`config.mk`:
```
export PLATFORM = sky130hd
export DESIGN_NAME = voice_mixer
export DESIGN_NICKNAME = d
export VERILOG_FILES = /design/src/rtl/voice_mixer.sv
export SDC_FILE = /design/constraint.sdc
export NUM_CORES = 1
export LEC_CHECK = 0
export CORE_MARGIN = 8
export CORE_UTILIZATION = 52
export DETAILED_ROUTE_END_ITERATION = 10
export PLACE_DENSITY = 0.77
export RECOVER_POWER = 50
export REMOVE_ABC_BUFFERS = 1
export SYNTH_ARGS = -nofsm -noshare
export SYNTH_HDL_FRONTEND = slang
export SYNTH_SLANG_ARGS = --single-unit
```
`constraint.sdc`:
```
create_clock -name clk -period 3.4 [get_ports clk]
set_input_delay 0.68 -clock clk [delete_from_list [all_inputs] [get_ports clk]]
set_output_delay 0.68 -clock clk [all_outputs]
set_load 0.02 [all_outputs]
```
`src/rtl/voice_mixer.sv`:
```
// voice_mixer: sequential voice mixer (average or saturating sum) with valid/ready output
module voice_mixer #(
    parameter int NUM_VOICES   = 3,
    parameter int SAMPLE_WIDTH = 16
) (
    input  logic                                 clk,
    input  logic                                 reset,
    input  logic [NUM_VOICES*SAMPLE_WIDTH-1:0]   voices_in,
    input  logic [NUM_VOICES-1:0]                voice_active,
    input  logic                                 mode,
    input  logic                                 latch_in,
    output logic signed [SAMPLE_WIDTH-1:0]       mix_out,
    output logic                                 mix_valid,
    input  logic                                 mix_ready,
    output logic                                 busy,
    output logic                                 overrun
);
    localparam int CNT_W  = $clog2(NUM_VOICES + 1);
    localparam int ACC_W  = SAMPLE_WIDTH + CNT_W;
    localparam int STEP_W = $clog2(ACC_W);
    localparam logic signed [ACC_W-1:0] SAT_HI = {{(ACC_W-SAMPLE_WIDTH+1){1'b0}}, {(SAMPLE_WIDTH-1){1'b1}}};
    localparam logic signed [ACC_W-1:0] SAT_LO = {{(ACC_W-SAMPLE_WIDTH+1){1'b1}}, {(SAMPLE_WIDTH-1){1'b0}}};

    typedef enum logic [1:0] {IDLE, ACCUM, NORM, HOLD} state_t;

    state_t                            state, state_d;
    logic [NUM_VOICES*SAMPLE_WIDTH-1:0] voices_q, voices_d;
    logic [NUM_VOICES-1:0]             mask_q, mask_d;
    logic                              mode_q, mode_d;
    logic signed [ACC_W-1:0]           acc, acc_d;
    logic [CNT_W-1:0]                  count, count_d, idx, idx_d;
    logic [STEP_W-1:0]                 step, step_d;
    logic [ACC_W-1:0]                  rem, rem_d;
    logic                              neg, neg_d;
    logic [SAMPLE_WIDTH-1:0]           mix_out_d;
    logic                              overrun_d;
    logic signed [SAMPLE_WIDTH-1:0]    cur;
    logic                              cur_act;
    logic [ACC_W:0]                    trial, div, diff;
    logic                              ge;
    logic [ACC_W-1:0]                  quo_next, rem_next, quo_signed;
    logic [SAMPLE_WIDTH-1:0]           sat;

    assign busy      = state != IDLE;
    assign mix_valid = state == HOLD;

    // Select the captured sample and enable bit addressed by idx
    always_comb begin
        cur     = '0;
        cur_act = 1'b0;
        for (int i = 0; i < NUM_VOICES; i++) begin
            if (idx == CNT_W'(i)) begin
                cur     = voices_q[i*SAMPLE_WIDTH +: SAMPLE_WIDTH];
                cur_act = mask_q[i];
            end
        end
    end

    // One restoring-division step on the magnitude held in acc, plus the saturated sum
    always_comb begin
        trial      = {rem, acc[ACC_W-1]};
        div        = {{(ACC_W+1-CNT_W){1'b0}}, count};
        diff       = trial - div;
        ge         = trial >= div;
        rem_next   = ge ? diff[ACC_W-1:0] : trial[ACC_W-1:0];
        quo_next   = {acc[ACC_W-2:0], ge};
        quo_signed = neg ? -quo_next : quo_next;
        sat        = acc > SAT_HI ? SAT_HI[SAMPLE_WIDTH-1:0] : acc < SAT_LO ? SAT_LO[SAMPLE_WIDTH-1:0] : acc[SAMPLE_WIDTH-1:0];
    end

    // Next-state and datapath updates; latch requests outside IDLE only raise overrun
    always_comb begin
        state_d   = state;
        voices_d  = voices_q;
        mask_d    = mask_q;
        mode_d    = mode_q;
        acc_d     = acc;
        count_d   = count;
        idx_d     = idx;
        step_d    = step;
        rem_d     = rem;
        neg_d     = neg;
        mix_out_d = mix_out;
        overrun_d = latch_in && state != IDLE;
        case (state)
            IDLE: if (latch_in) begin
                voices_d = voices_in;
                mask_d   = voice_active;
                mode_d   = mode;
                acc_d    = '0;
                count_d  = '0;
                idx_d    = '0;
                state_d  = ACCUM;
            end
            ACCUM: if (idx != CNT_W'(NUM_VOICES)) begin
                if (cur_act) begin
                    acc_d   = acc + {{(ACC_W-SAMPLE_WIDTH){cur[SAMPLE_WIDTH-1]}}, cur};
                    count_d = count + CNT_W'(1);
                end
                idx_d = idx + CNT_W'(1);
            end else if (!mode_q && count > CNT_W'(1)) begin
                neg_d   = acc[ACC_W-1];
                acc_d   = acc[ACC_W-1] ? -acc : acc;
                rem_d   = '0;
                step_d  = '0;
                state_d = NORM;
            end else begin
                mix_out_d = sat;
                state_d   = HOLD;
            end
            NORM: begin
                acc_d  = quo_next;
                rem_d  = rem_next;
                step_d = step + STEP_W'(1);
                if (step == STEP_W'(ACC_W - 1)) begin
                    mix_out_d = quo_signed[SAMPLE_WIDTH-1:0];
                    state_d   = HOLD;
                end
            end
            HOLD: if (mix_ready) state_d = IDLE;
            default: state_d = IDLE;
        endcase
    end

    // State and datapath registers; reset aborts any operation in progress
    always_ff @(posedge clk or negedge reset) begin
        if (!reset) begin
            state    <= IDLE;
            voices_q <= '0;
            mask_q   <= '0;
            mode_q   <= 1'b0;
            acc      <= '0;
            count    <= '0;
            idx      <= '0;
            step     <= '0;
            rem      <= '0;
            neg      <= 1'b0;
            mix_out  <= '0;
            overrun  <= 1'b0;
        end else begin
            state    <= state_d;
            voices_q <= voices_d;
            mask_q   <= mask_d;
            mode_q   <= mode_d;
            acc      <= acc_d;
            count    <= count_d;
            idx      <= idx_d;
            step     <= step_d;
            rem      <= rem_d;
            neg      <= neg_d;
            mix_out  <= mix_out_d;
            overrun  <= overrun_d;
        end
    end
endmodule

```
Yosys cells after proc, flatten, opt, wreduce, memory -nomap -nowiden
Cells that the tools add are included.
Widths: inputs -> output; s select.
{"block": "word_totals", "ff_bits": 117, "input_bits": 56, "output_inout_bits": 19, "elab_cells": 99}
{"block": "classes", "add_sub_neg": 7, "n_lt_le_gt_ge": 4, "eq_ne": 18, "n_mux": 38, "n_bitwise": 1, "n_reduce_logical": 18}
{"cell": "$mux 16", "count": 9}
{"cell": "$mux 18", "count": 8}
{"cell": "$pmux 18 s3", "count": 1}
{"cell": "$pmux 18 s2", "count": 1}
{"cell": "$pmux 16 s2", "count": 1}
{"cell": "$ge 19x2->1", "count": 1}
{"cell": "$add 18x18->18", "count": 1}
{"cell": "$gt 18x16->1 const B", "count": 1}
{"cell": "$lt 18x16->1 const B", "count": 1}
{"cell": "$neg 18->18", "count": 1}
{"cell": "$sub 18x2->18", "count": 1}
{"cell": "$mux 2", "count": 8}
{"cell": "$ne 2x2->1 const B", "count": 8}
{"cell": "$neg 16->16", "count": 1}
{"cell": "$reduce_and 4->1", "count": 4}
{"cell": "$mux 5", "count": 2}
{"cell": "$pmux 5 s2", "count": 1}
{"cell": "$ne 3x3->1 const B", "count": 3}
{"cell": "$reduce_and 3->1", "count": 3}
{"cell": "$pmux 2 s2", "count": 2}
{"cell": "$pmux 2 s4", "count": 1}
{"cell": "$eq 2x2->1 const B", "count": 3}
{"cell": "$reduce_bool 2->1", "count": 3}
{"cell": "$add 5x1->5 const B", "count": 1}
{"cell": "13 further kinds", "count": 20}

Depth between registers and ports, before layout
{"block": "logic_depth", "depth_word": 8, "mapped_depth": 15, "ltp_nobuf": 14}

Worst setup path after synthesis
OpenSTA, ideal clock, no wires.
{"block": "synth_timing", "path_type": "flip-flop to flip-flop", "start": "register idx[1]", "end": "register acc[16]", "setup_ns": 0.127, "arrival_ns": 3.351, "t_required_ns": 3.273, "path_slack_ns": -0.078, "stages_incl_launch_ff": 16, "path_buffers": 2, "path_cell_list": "dfrtp_1 inv_1 ha_1 clkbuf_1 buf_1 a22oi_1 o21ai_0 ha_1 fa_1 a21o_1 a221oi_2 o221ai_1 a311o_1 a21oi_1 xor2_1 a31oi_1"}
{"block": "synth_between", "elab_chain_cells": 8}
{"element": "start: declaration", "line_no": "31", "rtl": "logic [CNT_W-1:0] count, count_d, idx, idx_d;"}
{"element": "start signal: assignment", "line_no": "147", "rtl": "idx <= idx_d;"}
{"element": "$logic_not 2->1", "line_no": "52", "rtl": "if (idx == CNT_W'(i)) begin"}
{"element": "$mux 16 (3 in series)", "line_no": "52"}
{"element": "$add 18x18->18", "line_no": "97", "rtl": "acc_d = acc + {{(ACC_W-SAMPLE_WIDTH){cur[SAMPLE_WIDTH-1]}}, cur};"}
{"element": "$mux 18", "line_no": "96", "rtl": "if (cur_act) begin"}
{"element": "$mux 18", "line_no": "95", "rtl": "ACCUM: if (idx != CNT_W'(NUM_VOICES)) begin"}
{"element": "$pmux 18 s3", "line_no": "85", "rtl": "case (state)"}
{"element": "end signal: assignment", "line_no": "132", "rtl": "acc <= '0;"}
{"element": "end signal: assignment", "line_no": "145", "rtl": "acc <= acc_d;"}
{"element": "end: declaration", "line_no": "30", "rtl": "logic signed [ACC_W-1:0] acc, acc_d;"}
Parallel ways exist; a longest one is shown, timed or not. The select of a mux whose other input is x is not followed.
A chain may end at the register's enable or synchronous reset.

Worst setup path after layout
{"block": "layout_timing", "start": "register idx[0]", "end": "register acc[14]"}
Same word-level chain as after synthesis.

==> impl_table.tex <==
\begin{tabular}{lr}
\hline
Metric & Value \\
\hline
\multicolumn{2}{l}{\textbf{Run status}} \\
\quad Run status & finished, violations left \\
\quad Violations in the final reports & max-capacitance violations, max-slew violations \\
\multicolumn{2}{l}{\textbf{STA}} \\
\quad Setup skew after layout & 0.01052 ns \\
\quad Final hold violation count & 0 \\
\quad Final setup TNS & 0 ns \\
\quad PnR worst setup slack & 0.1476 ns \\
\quad Achievable frequency & 0.3075 GHz \\
\quad Setup-violating endpoint count in the final report & 0 \\
\quad Setup repair after global routing missed its margin & false \\
\quad Period utilization & 0.9566 \\
\quad Final Hold Slack & 0.4757 ns \\
\quad Measured slew at the worst slew-check pin & 2.379 ns \\
\quad Slew margin rel. & -0.5858 \\
\quad Count of pins over their slew limit & 41 \\
\quad Minimum clock period after layout & 3.252 ns \\
\multicolumn{2}{l}{\textbf{Floorplanning}} \\
\quad Height of the die & 135.1 um \\
\quad Core region area & 0.01388 mm\^{}2 \\
\quad Site row count & 43 \\
\quad Number of ports placed on the die boundary & 75 \\
\quad Initial Util & 0.5316 \\
\quad Overall die width & 135.1 um \\
\quad Area of the die & 0.01826 mm\^{}2 \\
\multicolumn{2}{l}{\textbf{Worst setup path}} \\
\quad CP Data Required Time & 3.76 ns \\
\quad Arrival time of the worst setup path & 3.61 ns \\
\quad Largest stage delay, worst path & 0.40 ns \\
\quad Element type at the critical path end & flip-flop \\
\quad Type of element launching the critical path & flip-flop \\
\quad Largest fanout on the critical path & 12 \\
\quad Reg2reg setup slack & 0.15 ns \\
\quad Highest-delay cell along the critical path & sky130\_fd\_sc\_hd\_\_dfrtp\_2 \\
\quad Critical path type & flip-flop to flip-flop \\
\quad Cells traversed along the worst timing path & inv\_2 > ha\_2 > nor2b\_1 > buf\_6 > a22oi\_2 > o21ai\_2 > ha\_2 > fa\_2 > a21o\_1 > a221oi\_4 > buf\_4 > o21a\_1 > o21ai\_2 > mux2i\_1 > a2111oi\_2 > a21o\_1 \\
\multicolumn{2}{l}{\textbf{Worst hold path}} \\
\quad Type of the most critical hold path & flip-flop to flip-flop \\
\multicolumn{2}{l}{\textbf{Logic synthesis}} \\
\quad Post-synth top flop & sky130\_fd\_sc\_hd\_\_dfrtp\_1 \\
\quad Most area-hungry cell type in the Yosys netlist & sky130\_fd\_sc\_hd\_\_dfrtp\_1 \\
\quad Average instance area after synthesis & 9.248 um\^{}2 \\
\quad Register area share after synthesis & 0.3967 \\
\quad Number of warnings reported in the yosys synthesis log & 0 \\
\quad Summed instance area of the synthesized netlist & 0.007380 mm\^{}2 \\
\quad Share of synthesized registers carrying an async set or reset & 1.000 \\
\quad Multiplexer fraction of the synthesized cell area & 0.08783 \\
\quad Complex-gate fraction of the synthesized area & 0.1962 \\
\quad Flip-flop and latch count after synthesis & 117 \\
\quad Post-synthesis adder-cell area fraction & 0.05968 \\
\quad Dominant combinational cell family by area after synthesis & compound AO/OA/AOI/OAI gates \\
\quad Distinct cell type count after synthesis & 66 \\
\quad Cell types with the largest area share after synthesis & sky130\_fd\_sc\_hd\_\_dfrtp\_1, sky130\_fd\_sc\_hd\_\_mux2\_2, sky130\_fd\_sc\_hd\_\_nand2\_1, sky130\_fd\_sc\_hd\_\_ha\_1, sky130\_fd\_sc\_hd\_\_xnor2\_1 \\
\quad Simple-gate share of the synthesized area & 0.1516 \\
\quad Number of enable flip-flop cells after synthesis & 0 \\
\quad Top-area cell type share of the netlist area & 0.3967 \\
\quad Synth Area in XOR/XNOR & 0.06884 \\
\quad Synthesized instance count & 798 \\
\multicolumn{2}{l}{\textbf{Pwr}} \\
\quad Max VDD drop & 0.0004737 V \\
\quad Pwr per Cell Area & 1101 mW/mm\^{}2 \\
\quad Post-layout total power & 10.06 mW \\
\quad Lkg Pwr & 3.838 nW \\
\multicolumn{2}{l}{\textbf{Final layout}} \\
\quad Final \#Nets & 963 \\
\quad Layout Cells excl Fill & 1,066 \\
\quad Ant diodes & 0 \\
\quad Post-route cell area & 0.009143 mm\^{}2 \\
\quad Most common cell after layout, fill and taps aside & sky130\_fd\_sc\_hd\_\_dfrtp\_1 \\
\quad Top library cells by usage in the layout, fill and taps aside & sky130\_fd\_sc\_hd\_\_dfrtp\_1, sky130\_fd\_sc\_hd\_\_nand2\_1, sky130\_fd\_sc\_hd\_\_clkdlybuf4s50\_1 \\
\quad \# fillers & 1,126 \\
\quad Share of the core filled with cells in the final layout & 0.6586 \\
\quad Area growth from synthesis to layout & 23.89\% \\
\quad Fraction of layout instances using a drive strength above 1 & 0.1693 \\
\multicolumn{2}{l}{\textbf{Place}} \\
\quad Total instance count after detailed placement & 1,031 \\
\quad Pre-CTS setup slack & -0.1520 ns \\
\quad Dpl cell area & 0.008387 mm\^{}2 \\
\quad Port-buffer cells & 74 \\
\quad Final HPWL from detailed placement & 12,780 um \\
\quad Placer's final routability congestion estimate & 0.8615 \\
\multicolumn{2}{l}{\textbf{Job}} \\
\quad Max cap viols & 1 \\
\multicolumn{2}{l}{\textbf{Clocking}} \\
\quad Clock buffers created by TritonCTS & 17 \\
\quad Clock root buffer master & sky130\_fd\_sc\_hd\_\_clkbuf\_16 \\
\quad Source-to-sink clock delay at the later pin of the worst-skew pair & 0.42 ns \\
\quad Post-CTS Hold Fix Bufs & 0 \\
\quad Clock Sinks & 117 \\
\quad Number of H-tree levels & 4 \\
\quad Clk pin slew, worst setup/hold paths & 0.06 ns \\
\quad TritonCTS clock tree & done \\
\quad Number of buffers between clock root and the deepest sink & 2 \\
\multicolumn{2}{l}{\textbf{Global routing}} \\
\quad Antenna violations before repair & 0 \\
\quad Aggregate global-route resource usage & 0.2012 \\
\quad Wire length of the first global-routing pass & 29,720 um \\
\quad Vias in the first global route & 5,891 \\
\quad Gr ovfl total & 0 \\
\quad Maximum number of pins on one net before global-route repair & 53 \\
\multicolumn{2}{l}{\textbf{Routing}} \\
\quad Routed WL per cell & 16.90 um \\
\quad Residual antenna-violating net count after detailed routing & 0 \\
\quad Routed via count & 6,164 \\
\quad Number of remaining DRC errors & 0 \\
\quad Iteration-0 DRC Markers & 370 \\
\quad Total Routed Length & 18,020 um \\
\quad Via-per-instance ratio & 5.782 \\
\quad Count of TritonRoute iterations in the first routing pass & 5 \\
\hline
\end{tabular}
layer usage:
metal / GRT usage / vias up / part of all wire
li1: - / 3009 / -
met1: 0.2697 / 2934 / 0.46
met2: 0.3172 / 196 / 0.47
met3: 0.04043 / 25 / 0.056
met4: 0.07033 / 0 / 0.020
met5: 0 / - / 0
kinds of logic after synthesis:
group / Yosys count
compound gates: 219
xor+xnor: 58
fa+ha+maj: 34
buf+inv: 71
flops: 117
mux: 58
simple gates: 241
state kept, by name, summed over array words and instances (netlist names), 3 cells and up:
register and count:
mask_q 3, step 5, mix_out 16, rem 18, acc 18, voices_q 48
power by group:
part | internal, mW | total (mW) | switching [mW] | leakage [nW]
Combinational | 2.46 | 5.58 | 3.13 | 2.04
Clock | 1.33 | 1.97 | 0.641 | 0.311
Sequential | 1.98 | 2.50 | 0.521 | 1.48
cell type report:
| class | instances | area [um^2] | area share |
|---|---|---|---|
| clock buffers | 19 | 452.9 | 0.04954 |
| clock inverters | 13 | 203.9 | 0.02231 |
| inverters | 17 | 63.81 | 0.006980 |
| multi-input cells | 610 | 4247 | 0.4645 |
| flip-flops and latches | 117 | 2929 | 0.3204 |
| well taps | 180 | 225.2 | 0.02463 |
| repair buffers | 110 | 1021 | 0.1117 |
worst max-delay path, delay by kind of cell (launching register included):
| kind | cells | cell delay, ns |
|---|---|---|
| AOI/OAI and AO/OA | 8 | 1.42 |
| adders and majority gates | 3 | 0.71 |
| DFF | 1 | 0.40 |
| buffers and inverters | 3 | 0.37 |
| muxes | 1 | 0.15 |
| and+or+nand+nor | 1 | 0.13 |
synth_stat cells, drive strengths merged (10+ instances only):
cell,instances
dfrtp,117
nand2,111
o21ai,70
mux2,54
nor2,52
clkbuf,41
xnor2,38
a21oi,35
ha,32
o31ai,25
xor2,20
a22oi,17
inv,17
buf,13
nand3,13
a31oi,12
nor2b,12
nor4,10
what timing repair did:
action	CTS	global route
endpoints found under the hold margin	0	0
endpoints found under the setup margin	4	8
cloned	0	0
buffers inserted	1	2
pin swaps	3	5
gates resized for setup	7	15
worst paths after layout:
kind | start | to | depth (start not counted)
setup / recovery | idx[0] | acc[14] | 16
hold / removal | mix_out[12] | mix_out[12] | 2
setup reg to reg | idx[0] | acc[14] | 16
hold reg to reg | mix_out[12] | mix_out[12] | 2
max in group asynchronous | reset | mix_out[10] | 2
min in group asynchronous | reset | step[1] | 1
Power figures use the tool's default switching activity.
